## src/rtl/riscv_pkg.sv

```systemverilog
// Shared RISC-V front-end types: alignment-stage state and parcel classification.
package riscv_pkg;

   typedef enum logic [1:0] {
      ALIGNED   = 2'd0,
      UNALIGNED = 2'd1,
      HOLD      = 2'd2
   } align_state_type;

   // Parcel is RVC unless its low two bits are 2'b11; the OR keeps every bit in use.
   function automatic logic is_compressed(input logic [15:0] parcel);
      return !(&(parcel | 16'hFFFC));
   endfunction

endpackage

```

## src/rtl/riscv_ifu_align_if.sv

```systemverilog
// Fetch-port, redirect and decode-side handshake bundle around the alignment stage.
interface riscv_ifu_align_if;

   logic        fetch_vld;
   logic        fetch_rdy;
   logic [31:0] fetch_addr;
   logic [31:0] fetch_data;
   logic        flush;
   logic [31:0] flush_addr;
   logic        ifu_rdy;
   logic        ifu_vld;
   logic [31:0] ifu_addr;
   logic [31:0] ifu_data;

   modport master (
      output fetch_vld, fetch_addr, fetch_data, flush, flush_addr, ifu_rdy,
      input  fetch_rdy, ifu_vld, ifu_addr, ifu_data
   );

   modport slave (
      input  fetch_vld, fetch_addr, fetch_data, flush, flush_addr, ifu_rdy,
      output fetch_rdy, ifu_vld, ifu_addr, ifu_data
   );

endinterface

```

## src/rtl/riscv_ifu_align.sv

```systemverilog
// Splits word-aligned fetch beats into 16/32-bit instructions, one per cycle,
// joining 32-bit instructions that straddle a word boundary.
//
// state     | meaning
// ----------+-----------------------------------------------------------
// ALIGNED   | next instruction starts at offset 0 of the expected word
// UNALIGNED | next instruction starts at offset 2, nothing held
// HOLD      | hold_q holds the first parcel of the next instruction
module riscv_ifu_align
   import riscv_pkg::*;
#(
   parameter logic [31:0] RESET_ADDR = 32'h0000_0000
) (
   input  logic            clock,
   input  logic            reset,
   riscv_ifu_align_if.slave bus
);

   localparam logic [31:0]     RESET_WORD  = {RESET_ADDR[31:2], 2'b00};
   localparam align_state_type RESET_STATE = RESET_ADDR[1] ? UNALIGNED : ALIGNED;

   align_state_type state_q, state_d;
   logic [15:0]     hold_q, hold_d;
   logic [31:0]     hold_addr_q, hold_addr_d;
   logic [31:0]     exp_addr_q, exp_addr_d;
   logic            vld_q, vld_d;
   logic [31:0]     addr_q, addr_d;
   logic [31:0]     data_q, data_d;

   logic            adv;
   logic            hold_ready;
   logic            fetch_rdy;
   logic            useful;
   logic            emit;
   logic [31:0]     emit_addr;
   logic [31:0]     emit_data;
   logic [31:0]     word;
   logic [31:0]     beat_addr;

   logic            unused_flush_lsb;
   assign unused_flush_lsb = bus.flush_addr[0];

   assign word      = bus.fetch_data;
   assign beat_addr = bus.fetch_addr;

   always_comb begin
      adv        = !vld_q || bus.ifu_rdy;
      hold_ready = (state_q == HOLD) && is_compressed(hold_q);
      fetch_rdy  = !reset && adv && !hold_ready;
      // A beat taken in a flush cycle or off the expected stream is just dropped.
      useful     = bus.fetch_vld && fetch_rdy && !bus.flush &&
                   (beat_addr == exp_addr_q);
   end

   always_comb begin
      state_d     = state_q;
      hold_d      = hold_q;
      hold_addr_d = hold_addr_q;
      exp_addr_d  = exp_addr_q;
      vld_d       = vld_q;
      addr_d      = addr_q;
      data_d      = data_q;
      emit        = 1'b0;
      emit_addr   = addr_q;
      emit_data   = data_q;

      if (bus.flush) begin
         vld_d       = 1'b0;
         hold_d      = 16'h0000;
         hold_addr_d = 32'h0000_0000;
         exp_addr_d  = {bus.flush_addr[31:2], 2'b00};
         state_d     = bus.flush_addr[1] ? UNALIGNED : ALIGNED;
      end else if (adv) begin
         unique case (state_q)
            ALIGNED: begin
               if (useful) begin
                  exp_addr_d = exp_addr_q + 32'd4;
                  emit       = 1'b1;
                  emit_addr  = beat_addr;
                  if (is_compressed(word[15:0])) begin
                     emit_data   = {16'h0000, word[15:0]};
                     hold_d      = word[31:16];
                     hold_addr_d = beat_addr + 32'd2;
                     state_d     = HOLD;
                  end else begin
                     emit_data = word;
                  end
               end
            end
            UNALIGNED: begin
               if (useful) begin
                  exp_addr_d = exp_addr_q + 32'd4;
                  if (is_compressed(word[31:16])) begin
                     emit      = 1'b1;
                     emit_addr = beat_addr + 32'd2;
                     emit_data = {16'h0000, word[31:16]};
                     state_d   = ALIGNED;
                  end else begin
                     hold_d      = word[31:16];
                     hold_addr_d = beat_addr + 32'd2;
                     state_d     = HOLD;
                  end
               end
            end
            HOLD: begin
               if (hold_ready) begin
                  emit      = 1'b1;
                  emit_addr = hold_addr_q;
                  emit_data = {16'h0000, hold_q};
                  state_d   = ALIGNED;
               end else if (useful) begin
                  // Straddle: upper half comes from the new word, next parcel is held.
                  exp_addr_d  = exp_addr_q + 32'd4;
                  emit        = 1'b1;
                  emit_addr   = hold_addr_q;
                  emit_data   = {word[15:0], hold_q};
                  hold_d      = word[31:16];
                  hold_addr_d = beat_addr + 32'd2;
               end
            end
            default: begin
               state_d = ALIGNED;
            end
         endcase

         vld_d = emit;
         if (emit) begin
            addr_d = emit_addr;
            data_d = emit_data;
         end
      end
   end

   always_ff @(posedge clock or posedge reset) begin
      if (reset) begin
         state_q     <= RESET_STATE;
         hold_q      <= 16'h0000;
         hold_addr_q <= 32'h0000_0000;
         exp_addr_q  <= RESET_WORD;
         vld_q       <= 1'b0;
         addr_q      <= 32'h0000_0000;
         data_q      <= 32'h0000_0000;
      end else begin
         state_q     <= state_d;
         hold_q      <= hold_d;
         hold_addr_q <= hold_addr_d;
         exp_addr_q  <= exp_addr_d;
         vld_q       <= vld_d;
         addr_q      <= addr_d;
         data_q      <= data_d;
      end
   end

   assign bus.fetch_rdy = fetch_rdy;
   assign bus.ifu_vld   = vld_q;
   assign bus.ifu_addr  = addr_q;
   assign bus.ifu_data  = data_q;

endmodule

```

## src/flat_wrapper.sv

```systemverilog
// flat-port wrapper written by rule: the top's interface ports become plain ports
module riscv_ifu_align_flat import riscv_pkg::*;
#(
   parameter logic [31:0] RESET_ADDR = 32'h0000_0000
)
  (clock, reset, bus_fetch_vld, bus_fetch_addr, bus_fetch_data, bus_flush, bus_flush_addr, bus_ifu_rdy, bus_fetch_rdy, bus_ifu_vld, bus_ifu_addr, bus_ifu_data);
  riscv_ifu_align_if bus_i ();
  input  logic clock;
  input  logic reset;
  input wire logic [$bits(bus_i.fetch_vld)-1:0] bus_fetch_vld;
  input wire logic [$bits(bus_i.fetch_addr)-1:0] bus_fetch_addr;
  input wire logic [$bits(bus_i.fetch_data)-1:0] bus_fetch_data;
  input wire logic [$bits(bus_i.flush)-1:0] bus_flush;
  input wire logic [$bits(bus_i.flush_addr)-1:0] bus_flush_addr;
  input wire logic [$bits(bus_i.ifu_rdy)-1:0] bus_ifu_rdy;
  output wire logic [$bits(bus_i.fetch_rdy)-1:0] bus_fetch_rdy;
  output wire logic [$bits(bus_i.ifu_vld)-1:0] bus_ifu_vld;
  output wire logic [$bits(bus_i.ifu_addr)-1:0] bus_ifu_addr;
  output wire logic [$bits(bus_i.ifu_data)-1:0] bus_ifu_data;
  assign bus_i.fetch_vld = bus_fetch_vld;
  assign bus_i.fetch_addr = bus_fetch_addr;
  assign bus_i.fetch_data = bus_fetch_data;
  assign bus_i.flush = bus_flush;
  assign bus_i.flush_addr = bus_flush_addr;
  assign bus_i.ifu_rdy = bus_ifu_rdy;
  assign bus_fetch_rdy = bus_i.fetch_rdy;
  assign bus_ifu_vld = bus_i.ifu_vld;
  assign bus_ifu_addr = bus_i.ifu_addr;
  assign bus_ifu_data = bus_i.ifu_data;
  riscv_ifu_align #(.RESET_ADDR(RESET_ADDR)) u_core (.clock(clock), .reset(reset), .bus(bus_i));
endmodule
```

## config.mk

```make
export PLATFORM = sky130hd
export DESIGN_NAME = riscv_ifu_align_flat
export DESIGN_NICKNAME = d
export VERILOG_FILES = /design/src/rtl/riscv_pkg.sv /design/src/rtl/riscv_ifu_align_if.sv /design/src/rtl/riscv_ifu_align.sv /design/src/flat_wrapper.sv
export SDC_FILE = /design/constraint.sdc
export NUM_CORES = 1
export LEC_CHECK = 0
export BUFFER_PORTS_ARGS = -buffer_cell sky130_fd_sc_hd__buf_2
export CAP_MARGIN = 10
export CELL_PAD_IN_SITES_DETAIL_PLACEMENT = 1
export CELL_PAD_IN_SITES_GLOBAL_PLACEMENT = 1
export CORE_UTILIZATION = 43
export DETAILED_ROUTE_END_ITERATION = 10
export PLACE_DENSITY = 0.87
export SYNTH_ARGS = -nofsm -noshare
export SYNTH_HDL_FRONTEND = slang
export SYNTH_SLANG_ARGS = --single-unit
```

## constraint.sdc

```tcl
create_clock -name clock -period 5.8 [get_ports clock]
set_input_delay 0.29 -clock clock [delete_from_list [all_inputs] [get_ports clock]]
set_output_delay 0.29 -clock clock [all_outputs]
set_load 0.01 [all_outputs]
```

==> impl_metrics.tcl <==
set metrics [dict create \
    start_util 0.438 \
    hp-start "bus_flush_addr[4]" \
    run_status "complete, but fails checks" \
    cap_violations 0 \
    cts_hold_buf 0 \
    r2r-start "u_core.state_q[0]" \
    finalNetCount 1188 \
    netlist_top_cells_count "145 x dfrtp_1, 76 x a21oi_1, 66 x nor2_1, 62 x clkbuf_1, 60 x mux2_1" \
    synth_nets 1076 \
    synth_cell_types 58 \
    slew_violations 0 \
    syn_to_final_growth_pct 16.5 \
    cts-buffers-inserted 17 \
    track_usage 0.282 \
    syn_avg_cell_area_sq_um 9.12 \
    cts_setup_buffers 0 \
    synth_area_sq_um 8830 \
    crit_required_ns 6.15 \
    failed_checks "DRC" \
    grt_pass1_vias 8831 \
    r2r_slack_ns 1.84 \
    synth_top_area_share 0.411 \
    setup-tns-final_ns 0 \
    placedInstanceArea_sq_um 9770 \
    grt_pass1_wl_um 47400 \
    design.portCount 167 \
    instances_no_fill 1366 \
    cp_top_family "simple AND/OR/NAND/NOR gates" \
    crit_type "reg -> reg" \
    pwr_density_cell_nw_per_um2 435 \
    cts_tree "yes" \
    worstPathCellList "inv_1, ha_2, a21bo_2, nand2_2, or4_1, or4_1, or4_1, a31oi_1" \
    rsz0062_at_grt "false" \
    drt-total-wl_um 29500 \
    drc 1 \
    clock_latency_ns 0.43 \
    r2r_end "u_core.exp_addr_q[24]" \
    die-width_um 145 \
    r2r_cells 8 \
    chipHeight_um 145 \
    final_util 0.510 \
    clk_pin_slew_ns 0.06 \
    rows 52 \
    synthFlopType "dfrtp_1" \
    design.die.area_sq_um 21100 \
    hold_end "u_core.exp_addr_q[4]" \
    fmax_mhz 252 \
    gr-total-overflow 0 \
    drtAntennaViolNets 0 \
    seq_area_frac_synth 0.411 \
    ctsHtreeMaxLevel 4 \
    io_buffers 165 \
    crit_fanout 51 \
    worstHoldPathCells 3 \
    clk_path_buf_depth 2 \
    worst_pin_slew_ns 1.19 \
    end_kind "flip-flop" \
    cts_num_sinks 145 \
    synth_edf_count 0 \
    synth-async-reset-ratio 1.00 \
    relSlewSlack 0.201 \
    yosysTopAreaCell "dfrtp_1" \
    dr.pass1.iters 8 \
    finalSetupViolations 0 \
    drive_gt1_frac 0.194 \
    crit_top_cell "or4_1" \
    clock_skew_ns 0.00953 \
    max_stage_delay_ns 0.95 \
    dp.cells 1331 \
    leakage_nw 4.37 \
    synth.most_common_cell "dfrtp_1" \
    min_path_type "in -> reg" \
    worst_path_max_delay_cell "or4_1" \
    netlist_instances 969 \
    setup.worst_path.start_class "flip-flop" \
    hold_violations 0 \
    p_total_mw 4.48 \
    period_needed_ns 3.96 \
    core_area_sq_um 20200 \
    stdcell_area_sq_um 10300 \
    synthTopCellsByArea "dfrtp_1 41%, mux2_1 7.6%, xnor2_1 5.3%" \
    drt-wirelength-per-cell_um 21.6 \
    cp.arrival_ns 4.31 \
    ys_seq_elements 145 \
    crit_buf_inv 1 \
    antenna_found_initial 3 \
    vias 8554 \
    finalCritPeriodShare 0.683 \
    dp_hpwl_um 19600 \
    ir_drop_v 0.000230 \
    cts_root_buf "clkbuf_16" \
    grt_max_degree 88 \
    cts_resized 0 \
    ys.warnings.count 0 \
    viasPerCell 6.26 \
    routabilityCongestion 0.819 \
    drtIter0Drc 686 \
]
## area by class of cell
class	count	area [sq um]
diodes	3	7.51
clock buffers	26	469
multi-input cells	707	4750
repair buffers	177	932
clock inverters	5	32.5
fillers	2409	9880
well taps	270	338
inverters	33	129
flip-flops and latches	145	3630
## tightest hold or removal path: stages
cell	delay, ns
buf_2	0.07
nand2_1	0.04
o21ai_1	0.06
## kinds of logic after synthesis
logic type	count (synthesis)	synth area share
AO/OA/AOI/OAI	286	0.212
multiplexers	68	0.0855
buffers and inverters	117	0.0540
XOR/XNOR	60	0.0603
flip-flops	145	0.411
AND/OR/NAND/NOR	287	0.169
adder cells (fa/ha/maj)	6	0.00850
## registers in the layout (all words and copies together) (netlist names)
register,flops
u_core.bus.ifu_vld,1
u_core.bus.ifu_data,32
u_core.bus.ifu_addr,32
u_core.state_q,2
u_core.exp_addr_q,30
u_core.hold_q,16
u_core.hold_addr_q,32
## cells in the final DEF (no fill, tap or decap), drive strengths merged, types with 8 or more instances in the layout
cell	count
o2bb2ai	9
o21ai	51
clkbuf	26
or3	12
a32oi	12
inv	33
nor3	15
a31oi	29
nor2	66
dfrtp	145
mux2i	8
xnor2	54
nand2	45
o31ai	21
a22oi	17
buf	177
and2	9
mux2	60
nand4	27
a21oi	76
nand3	48
nor4	11
a211oi	27
and3	16
or4	21
a22o	18
## metrics by stage
step | setup slack [ns] | hold WS, ns
final | 1.84 | 0.0794
after global routing | 1.71 | 0.0838
after CTS | 1.85 | 0.0667
after floorplan | 1.62 | 0.409
after detailed placement | 1.99 | 0.475
after global placement | 2.03 | 0.470
## routing by layer
layer  GRT usage  vias up  share of wire
li1            -     3833              -
met1       0.379     4318           0.43
met2       0.447      344           0.47
met3      0.0505       59          0.070
met4       0.120        0          0.027
met5           0        -              0
## how the worst max path moves through the flow
stage,startpoint,to,slack (ns),cells after the start
2_1_floorplan,reset,u_core.bus.ifu_addr[0],1.62,1
3_3_place_gp,u_core.state_q[0],u_core.exp_addr_q[20],2.03,8
3_5_place_dp,u_core.state_q[0],u_core.exp_addr_q[28],1.99,8
4_1_cts,u_core.state_q[0],u_core.exp_addr_q[24],1.85,8
5_1_grt,u_core.state_q[0],u_core.exp_addr_q[24],1.71,8
6_report,u_core.state_q[0],u_core.exp_addr_q[24],1.84,8
## where the power goes
part	switching, mW	total (mW)	leakage, nW	internal [mW]
clock network	0.428	0.983	0.246	0.555
registers	0.197	1.53	1.84	1.34
logic	1.25	1.96	2.29	0.706
total	1.88	4.48	4.37	2.60
(Power assumes the default switching activity.)
